--- config.mk ---
export PLATFORM = sky130hd
export DESIGN_NAME = id_stage
export DESIGN_NICKNAME = d
export VERILOG_FILES = /design/src/rtl/id_stage.sv
export SDC_FILE = /design/constraint.sdc
export NUM_CORES = 2
export LEC_CHECK = 0
export CAP_MARGIN = 20
export CORE_ASPECT_RATIO = 1.4
export CORE_MARGIN = 4
export CORE_UTILIZATION = 60
export DETAILED_ROUTE_END_ITERATION = 10
export PLACE_DENSITY_LB_ADDON = 0.15
export SYNTH_ARGS = -nofsm -noshare
export SYNTH_HDL_FRONTEND = slang
export SYNTH_SLANG_ARGS = --single-unit
--- constraint.sdc ---
create_clock -name clk -period 4.15 [get_ports clk]
set_input_delay 0.83 -clock clk [delete_from_list [all_inputs] [get_ports clk]]
set_output_delay 0.83 -clock clk [all_outputs]
set_load 0.01 [all_outputs]
--- src/rtl/id_stage.sv ---
// MIPS instruction-decode stage: 32-entry register file, subset decoder and ID/EX pipeline register.
// Optional macro REGFILE_BYPASS_EN makes a same-cycle write-back visible to the operand read.
module id_stage #(
  parameter int WIDTH     = 32,
  parameter int REG_COUNT = 32
) (
  input  logic             clk,
  input  logic             rst,
  input  logic [WIDTH-1:0] pc_in,
  input  logic [31:0]      instruction,
  input  logic             stall,
  input  logic             flush,
  input  logic             wb_en,
  input  logic [4:0]       wb_dest,
  input  logic [WIDTH-1:0] wb_value,
  output logic [4:0]       src1,
  output logic [4:0]       src2,
  output logic [WIDTH-1:0] pc_out,
  output logic [WIDTH-1:0] val_rs,
  output logic [WIDTH-1:0] val_rt,
  output logic [WIDTH-1:0] imm_ext,
  output logic [4:0]       dest,
  output logic [3:0]       exe_cmd,
  output logic             mem_read,
  output logic             mem_write,
  output logic             wb_en_out,
  output logic             is_imm,
  output logic [1:0]       br_type
);

  localparam logic [5:0] OP_RTYPE = 6'b000000;
  localparam logic [5:0] OP_ADDI  = 6'b001000;
  localparam logic [5:0] OP_LW    = 6'b100011;
  localparam logic [5:0] OP_SW    = 6'b101011;
  localparam logic [5:0] OP_BEQ   = 6'b000100;
  localparam logic [5:0] OP_BNE   = 6'b000101;
  localparam logic [5:0] OP_J     = 6'b000010;

  localparam logic [5:0] FN_ADD = 6'b100000;
  localparam logic [5:0] FN_SUB = 6'b100010;
  localparam logic [5:0] FN_AND = 6'b100100;
  localparam logic [5:0] FN_OR  = 6'b100101;
  localparam logic [5:0] FN_SLT = 6'b101010;

  localparam logic [3:0] CMD_ADD = 4'h0;
  localparam logic [3:0] CMD_SUB = 4'h1;
  localparam logic [3:0] CMD_AND = 4'h2;
  localparam logic [3:0] CMD_OR  = 4'h3;
  localparam logic [3:0] CMD_SLT = 4'h4;
  localparam logic [3:0] CMD_NOP = 4'hF;

  logic [WIDTH-1:0] regs_r [REG_COUNT];

  logic [5:0]       opcode_s;
  logic [5:0]       funct_s;
  logic [4:0]       rs_s;
  logic [4:0]       rt_s;
  logic [4:0]       rd_s;
  logic             unused_shamt_s;

  logic [WIDTH-1:0] rd_rs_s;
  logic [WIDTH-1:0] rd_rt_s;
  logic [WIDTH-1:0] dec_imm_s;
  logic [4:0]       dec_dest_s;
  logic [3:0]       dec_cmd_s;
  logic             dec_mr_s;
  logic             dec_mw_s;
  logic             dec_wb_s;
  logic             dec_imm_sel_s;
  logic [1:0]       dec_br_s;

  assign opcode_s       = instruction[31:26];
  assign rs_s           = instruction[25:21];
  assign rt_s           = instruction[20:16];
  assign rd_s           = instruction[15:11];
  assign funct_s        = instruction[5:0];
  assign unused_shamt_s = ^instruction[10:6];

  assign src1 = rs_s;
  assign src2 = rt_s;

  // Register file write port; register 0 is never written
  always_ff @(posedge clk) begin
    if (rst) begin
      for (int i = 0; i < REG_COUNT; i++) begin
        regs_r[i] <= '0;
      end
    end else if (wb_en && (wb_dest != 5'd0)) begin
      regs_r[wb_dest] <= wb_value;
    end
  end

  // Operand read ports, optionally forwarding the same-cycle write-back
  always_comb begin
    rd_rs_s = '0;
    rd_rt_s = '0;
    if (rs_s == 5'd0) begin
      rd_rs_s = '0;
`ifdef REGFILE_BYPASS_EN
    end else if (wb_en && (wb_dest == rs_s)) begin
      rd_rs_s = wb_value;
`endif
    end else begin
      rd_rs_s = regs_r[rs_s];
    end
    if (rt_s == 5'd0) begin
      rd_rt_s = '0;
`ifdef REGFILE_BYPASS_EN
    end else if (wb_en && (wb_dest == rt_s)) begin
      rd_rt_s = wb_value;
`endif
    end else begin
      rd_rt_s = regs_r[rt_s];
    end
  end

  // Instruction decoder; anything unrecognised falls through as a NOP
  always_comb begin
    dec_imm_s     = {{(WIDTH-16){instruction[15]}}, instruction[15:0]};
    dec_dest_s    = 5'd0;
    dec_cmd_s     = CMD_NOP;
    dec_mr_s      = 1'b0;
    dec_mw_s      = 1'b0;
    dec_wb_s      = 1'b0;
    dec_imm_sel_s = 1'b0;
    dec_br_s      = 2'd0;
    case (opcode_s)
      OP_RTYPE: begin
        case (funct_s)
          FN_ADD:  begin dec_cmd_s = CMD_ADD; dec_wb_s = 1'b1; dec_dest_s = rd_s; end
          FN_SUB:  begin dec_cmd_s = CMD_SUB; dec_wb_s = 1'b1; dec_dest_s = rd_s; end
          FN_AND:  begin dec_cmd_s = CMD_AND; dec_wb_s = 1'b1; dec_dest_s = rd_s; end
          FN_OR:   begin dec_cmd_s = CMD_OR;  dec_wb_s = 1'b1; dec_dest_s = rd_s; end
          FN_SLT:  begin dec_cmd_s = CMD_SLT; dec_wb_s = 1'b1; dec_dest_s = rd_s; end
          default: dec_cmd_s = CMD_NOP;
        endcase
      end
      OP_ADDI: begin
        dec_cmd_s     = CMD_ADD;
        dec_imm_sel_s = 1'b1;
        dec_wb_s      = 1'b1;
        dec_dest_s    = rt_s;
      end
      OP_LW: begin
        dec_cmd_s     = CMD_ADD;
        dec_imm_sel_s = 1'b1;
        dec_mr_s      = 1'b1;
        dec_wb_s      = 1'b1;
        dec_dest_s    = rt_s;
      end
      OP_SW: begin
        dec_cmd_s     = CMD_ADD;
        dec_imm_sel_s = 1'b1;
        dec_mw_s      = 1'b1;
      end
      OP_BEQ:  dec_br_s = 2'd1;
      OP_BNE:  dec_br_s = 2'd2;
      OP_J: begin
        dec_br_s  = 2'd3;
        dec_imm_s = {{(WIDTH-26){1'b0}}, instruction[25:0]};
      end
      default: dec_cmd_s = CMD_NOP;
    endcase
  end

  // ID/EX boundary register: reset/flush load a NOP, stall holds
  always_ff @(posedge clk) begin
    if (rst || flush) begin
      pc_out    <= '0;
      val_rs    <= '0;
      val_rt    <= '0;
      imm_ext   <= '0;
      dest      <= 5'd0;
      exe_cmd   <= CMD_NOP;
      mem_read  <= 1'b0;
      mem_write <= 1'b0;
      wb_en_out <= 1'b0;
      is_imm    <= 1'b0;
      br_type   <= 2'd0;
    end else if (!stall) begin
      pc_out    <= pc_in;
      val_rs    <= rd_rs_s;
      val_rt    <= rd_rt_s;
      imm_ext   <= dec_imm_s;
      dest      <= dec_dest_s;
      exe_cmd   <= dec_cmd_s;
      mem_read  <= dec_mr_s;
      mem_write <= dec_mw_s;
      wb_en_out <= dec_wb_s;
      is_imm    <= dec_imm_sel_s;
      br_type   <= dec_br_s;
    end
  end

endmodule

Word-level counts from Yosys, hierarchy flattened:

Memories as Yosys holds them, arrays and structs flattened.
Cells that the tools add are included.

* memories kept: 1
* input port bits: 106
* RAM bits: 1024
* logic and storage cells: 54
* output and inout bits: 153
* register bits after elaboration: 143

* equal/unequal tests: 11
* reduce and logical (&&, ||, !) cells: 10
* multiplexer cells: 21

Memories
* regs_r: depth 32, width 32, read ports 2, clocked after Yosys merged registers in 0, write ports 32, RTL line 52 `logic [WIDTH-1:0] regs_r [REG_COUNT];`

Operators by type and width (count)
* 32-bit 2-to-1 mux: 4
* 6-bit equality test (second input constant): 7
* 32-bit OR reduction: 1
* 4-bit one-hot mux with 5 select lines: 1
* 6-bit by 3-bit equality test with 1-bit output (second input constant): 2
* 5-bit logical NOT: 2
* 1-bit 2-to-1 mux: 10
* 5-bit 2-to-1 mux: 2
* 5-bit one-hot mux with 2 select lines: 1
* 4-bit one-hot mux with 2 select lines: 1
* 6-bit by 2-bit equality test with 1-bit output (second input constant): 1
* 6-bit by 4-bit equality test with 1-bit output (second input constant): 1
* 6-bit logical NOT: 1
* 2-bit one-hot mux with 3 select lines: 1
* 5-bit nonzero test: 1
* 5-bit OR reduction: 1
* 3-bit OR reduction: 1
* 1-bit one-hot mux with 2 select lines: 1
* 2-bit OR reduction: 1
* 1-bit logical AND: 1
* 1-bit logical OR: 1

Depth between registers and ports, before layout:

* depth in word-level cells: 7
* depth in mapped cells: 9
* gate-level depth less buffers: 4

Worst setup path after synthesis:

Ideal clock, no wire load.

* kind: input to register
* start point: input port instruction[23]
* end point: register val_rs[0]
* required time: 4.011 ns
* buffers on the path: 3
* arrival time: 2.469 ns
* path slack: 1.542 ns
* setup time: 0.139 ns
* stages on the path: 7
* path through: buf_2 buf_2 buf_1 mux4_2 mux2_2 a2111oi_0 a211oi_1

* longest elaborated chain between the ends: 2
* elaborated cells between the ends (all ways): 3
* classes of those cells: mux: 1; reduce/logical: 1; memory: 1

RTL lines
* start: declaration: RTL line 10 `input logic [31:0] instruction,`
* memory 32 x 32 bit / 5-bit logical NOT (equally long branches)
* 32-bit 2-to-1 mux (*): RTL line 97 `if (rs_s == 5'd0) begin`
* end signal: assignment: RTL line 182 `val_rs <= rd_rs_s;`
* end: declaration: RTL line 19 `output logic [WIDTH-1:0] val_rs,`

Mark *: on every way between the ends. The rest lies on a longest branch, timed or not.
A chain may end at the register's enable or synchronous reset.

Worst setup path in the final report:

* start point: input port instruction[19]
* end point: output port src2[3]

RTL lines
* end: declaration: RTL line 17 `output logic [4:0] src2,`

No word-level cell between the ends.

==> flow_summary.yaml <==
status:
  status: "finished clean"
final_layout:
  drive_gt1_frac: 0.2236
  final_cell_mix: "1024 x edfxtp_1, 1019 x and2_1, 416 x mux4_2"
  final_common_cell: "edfxtp_1"
  syn_to_final_growth_pct: 14.66
  final_net_count: 4433
  instances_no_fill: 5744
yosys:
  synth-seq-cells: 1162
  syn_inst: 4155
  ys.warnings.count: 0
  async_reset_ff_frac: 0
  synth.distinct_cells: 54
  synth_edf_count: 1024
  post_synth.cell_area_avg_um2: 14.36
  syn_area_um2: 59670
  synthFlopType: "edfxtp_1"
  ys_seq_area_frac: 0.5616
sta:
  setup_violations: 0
  grt_setup_unrepaired: "no"
  tightestPinTransition_ns: 1.116
  clock.fmax_mhz: 321.7
  hold_violations: 0
  layout_min_cycle_time_ns: 3.108
  timing.final.ws_setup_ns: 1.042
  maxSlewViolCount: 0
  skew_ns: 0.02305
  final.setup.tns_ns: 0
  slew_headroom: 0.2536
  finalCritPeriodShare: 0.7489
worst_setup_path:
  cpMaxStageDelayCell: "clkdlybuf4s50_1"
  critPathTopFamily: "buffers and inverters"
  crit_type: "primary input to output pin"
  max_stage_delay_ns: 0.80
  worstPathRequired_ns: 3.32
  cp-start-kind: "primary input"
  cp_cell_sequence: "clkdlybuf4s50_1 > clkdlybuf4s50_1"
  cp_max_fo: 7
  arrival_ns: 2.28
  path_common_cell: "clkdlybuf4s50_1"
  cp-end-kind: "output pin"
  crit_buf_inv: 2
floorplan:
  dieArea_um2: 104600
  start_util: 0.6056
  placement_rows: 136
  core_um2: 98520
  ioPinCount: 259
  die_h_um: 381.1
  dieWidth_um: 274.5
detailed_routing:
  route.detailed.vias_per_inst: 7.102
  ant_nets: 0
  drtIter0Drc: 5722
  num_vias: 40793
  first_pass_iters: 5
  wirelength_um: 208800
  drc: 0
  post_drt_wl_per_cell_um: 36.35
power_and_ir_drop:
  peakVddDrop_mv: 0.3684
  p_per_area_nw_per_um2: 402.6
  p_leak_nw: 23.91
placed_design:
  port_buffers: 258
  dp.cells: 5521
  dp_hpwl_um: 130500
  gp_congestion: 0.9282
  detailedPlace.worstSlack_ns: 0.5745
grt:
  grt_overflow: 0
  grtUsageTotal: 0.3980
  grt_pass1_wl_um: 292800
  antenna_found_initial: 19
  grt_pass1_vias: 40737
  grt_max_degree: 63
cts:
  insertion_delay_ns: 0.73
  cts_max_level: 3
  hold_buffers: 0
  cts_sinks: 1162
  cts_root_buf: "clkbuf_16"
  cts_tree: "done"
  cts.path.max_buffers: 3
  path_clk_slew_ns: 0.06
  cts_inserted_buffers: 111
  cts_setup_buffers: 0
  cts-resized-gates: 0
job:
  maxCapViolations: 0
min_path:
  hold_class: "register to register"
## cells by family (layout without fill, tap and decap cells)
group / Yosys count / count (layout) / share of synthesized area
and+or+nand+nor: 1327 / 1327 / 0.1325
DFF: 1162 / 1162 / 0.5616
muxes: 723 / 723 / 0.2110
AOI/OAI and AO/OA: 473 / 473 / 0.06022
buffers and inverters: 468 / 705 / 0.03447
other: 1 / 42 / 0.00006285
xor gates and xnor gates: 1 / 1 / 0.0001468
## layout make-up
| type | instances | area [um2] |
|---|---|---|
| clock inverters | 52 | 561.8 |
| fillers | 6656 | 30110 |
| clock buffers | 157 | 3218 |
| diodes | 10 | 25.02 |
| flip-flops and latches | 1162 | 33510 |
| well taps | 1311 | 1640 |
| repair buffers | 472 | 4836 |
| inverters | 24 | 90.09 |
| multi-input cells | 2556 | 24530 |
## registers in the layout (all words and copies together), names as in the netlist, 2 cells and up
signal,cells
dest,5
regs_r,1024
exe_cmd,4
val_rs,32
val_rt,32
br_type,2
imm_ext,27
pc_out,32
## stage by stage
step	total power, mW	hold slack [ns]	area [um2]	utilization
after global placement	16.95	0.4401	64520	0.6549
after CTS	27.47	0.4645	68300	0.6933
after floorplan	15.68	0.4856	59780	-
after detailed placement	17.03	0.4491	64520	0.6549
final	27.54	0.4558	68410	0.6944
after global routing	28.16	0.5058	68400	0.6942
## worst paths after layout
path	startpoint	endpoint	slack, ns	depth (start not counted)
worst max-delay path	instruction[19]	src2[3]	1.04	2
worst min-delay path	val_rt[17]	val_rt[17]	0.46	2
worst max register to register	regs_r[13][5]	val_rs[5]	2.10	4
worst min register to register	val_rt[17]	val_rt[17]	0.46	2
## where the power goes
part	internal [mW]	total [mW]	switching, mW
logic	1.41	3.18	1.77
clock network	6.08	10.7	4.57
registers	13.3	13.7	0.380
total	20.8	27.5	6.72
## metal layers
layer / global-route usage / up-vias / routed length, um
met4: 0.2824 / 8 / 18240
li1: - / 16112 / -
met5: 0 / - / 45
met2: 0.6251 / 3423 / 97220
met3: 0.1046 / 891 / 27890
met1: 0.4786 / 20359 / 65420
## cells in the mapped netlist, types with 32 or more instances
library cell,instances,area [um2]
clkbuf_1,319,1197
dfxtp_1,138,2763
a2111oi_0,35,306.5
or2_2,40,250.2
a21o_1,44,330.3
nand2_1,71,266.5
a22oi_1,128,960.9
mux4_2,416,9369
o22ai_1,77,481.7
a21oi_1,57,285.3
mux2_2,48,540.5
buf_2,67,335.3
a211oi_1,32,240.2
nand4_1,34,212.7
buf_4,35,262.8
edfxtp_1,1024,30750
and2_1,1020,6381
o21ai_0,48,240.2
nor2_1,108,405.4
mux2i_1,242,2422
Power figures use the tool's default switching activity.
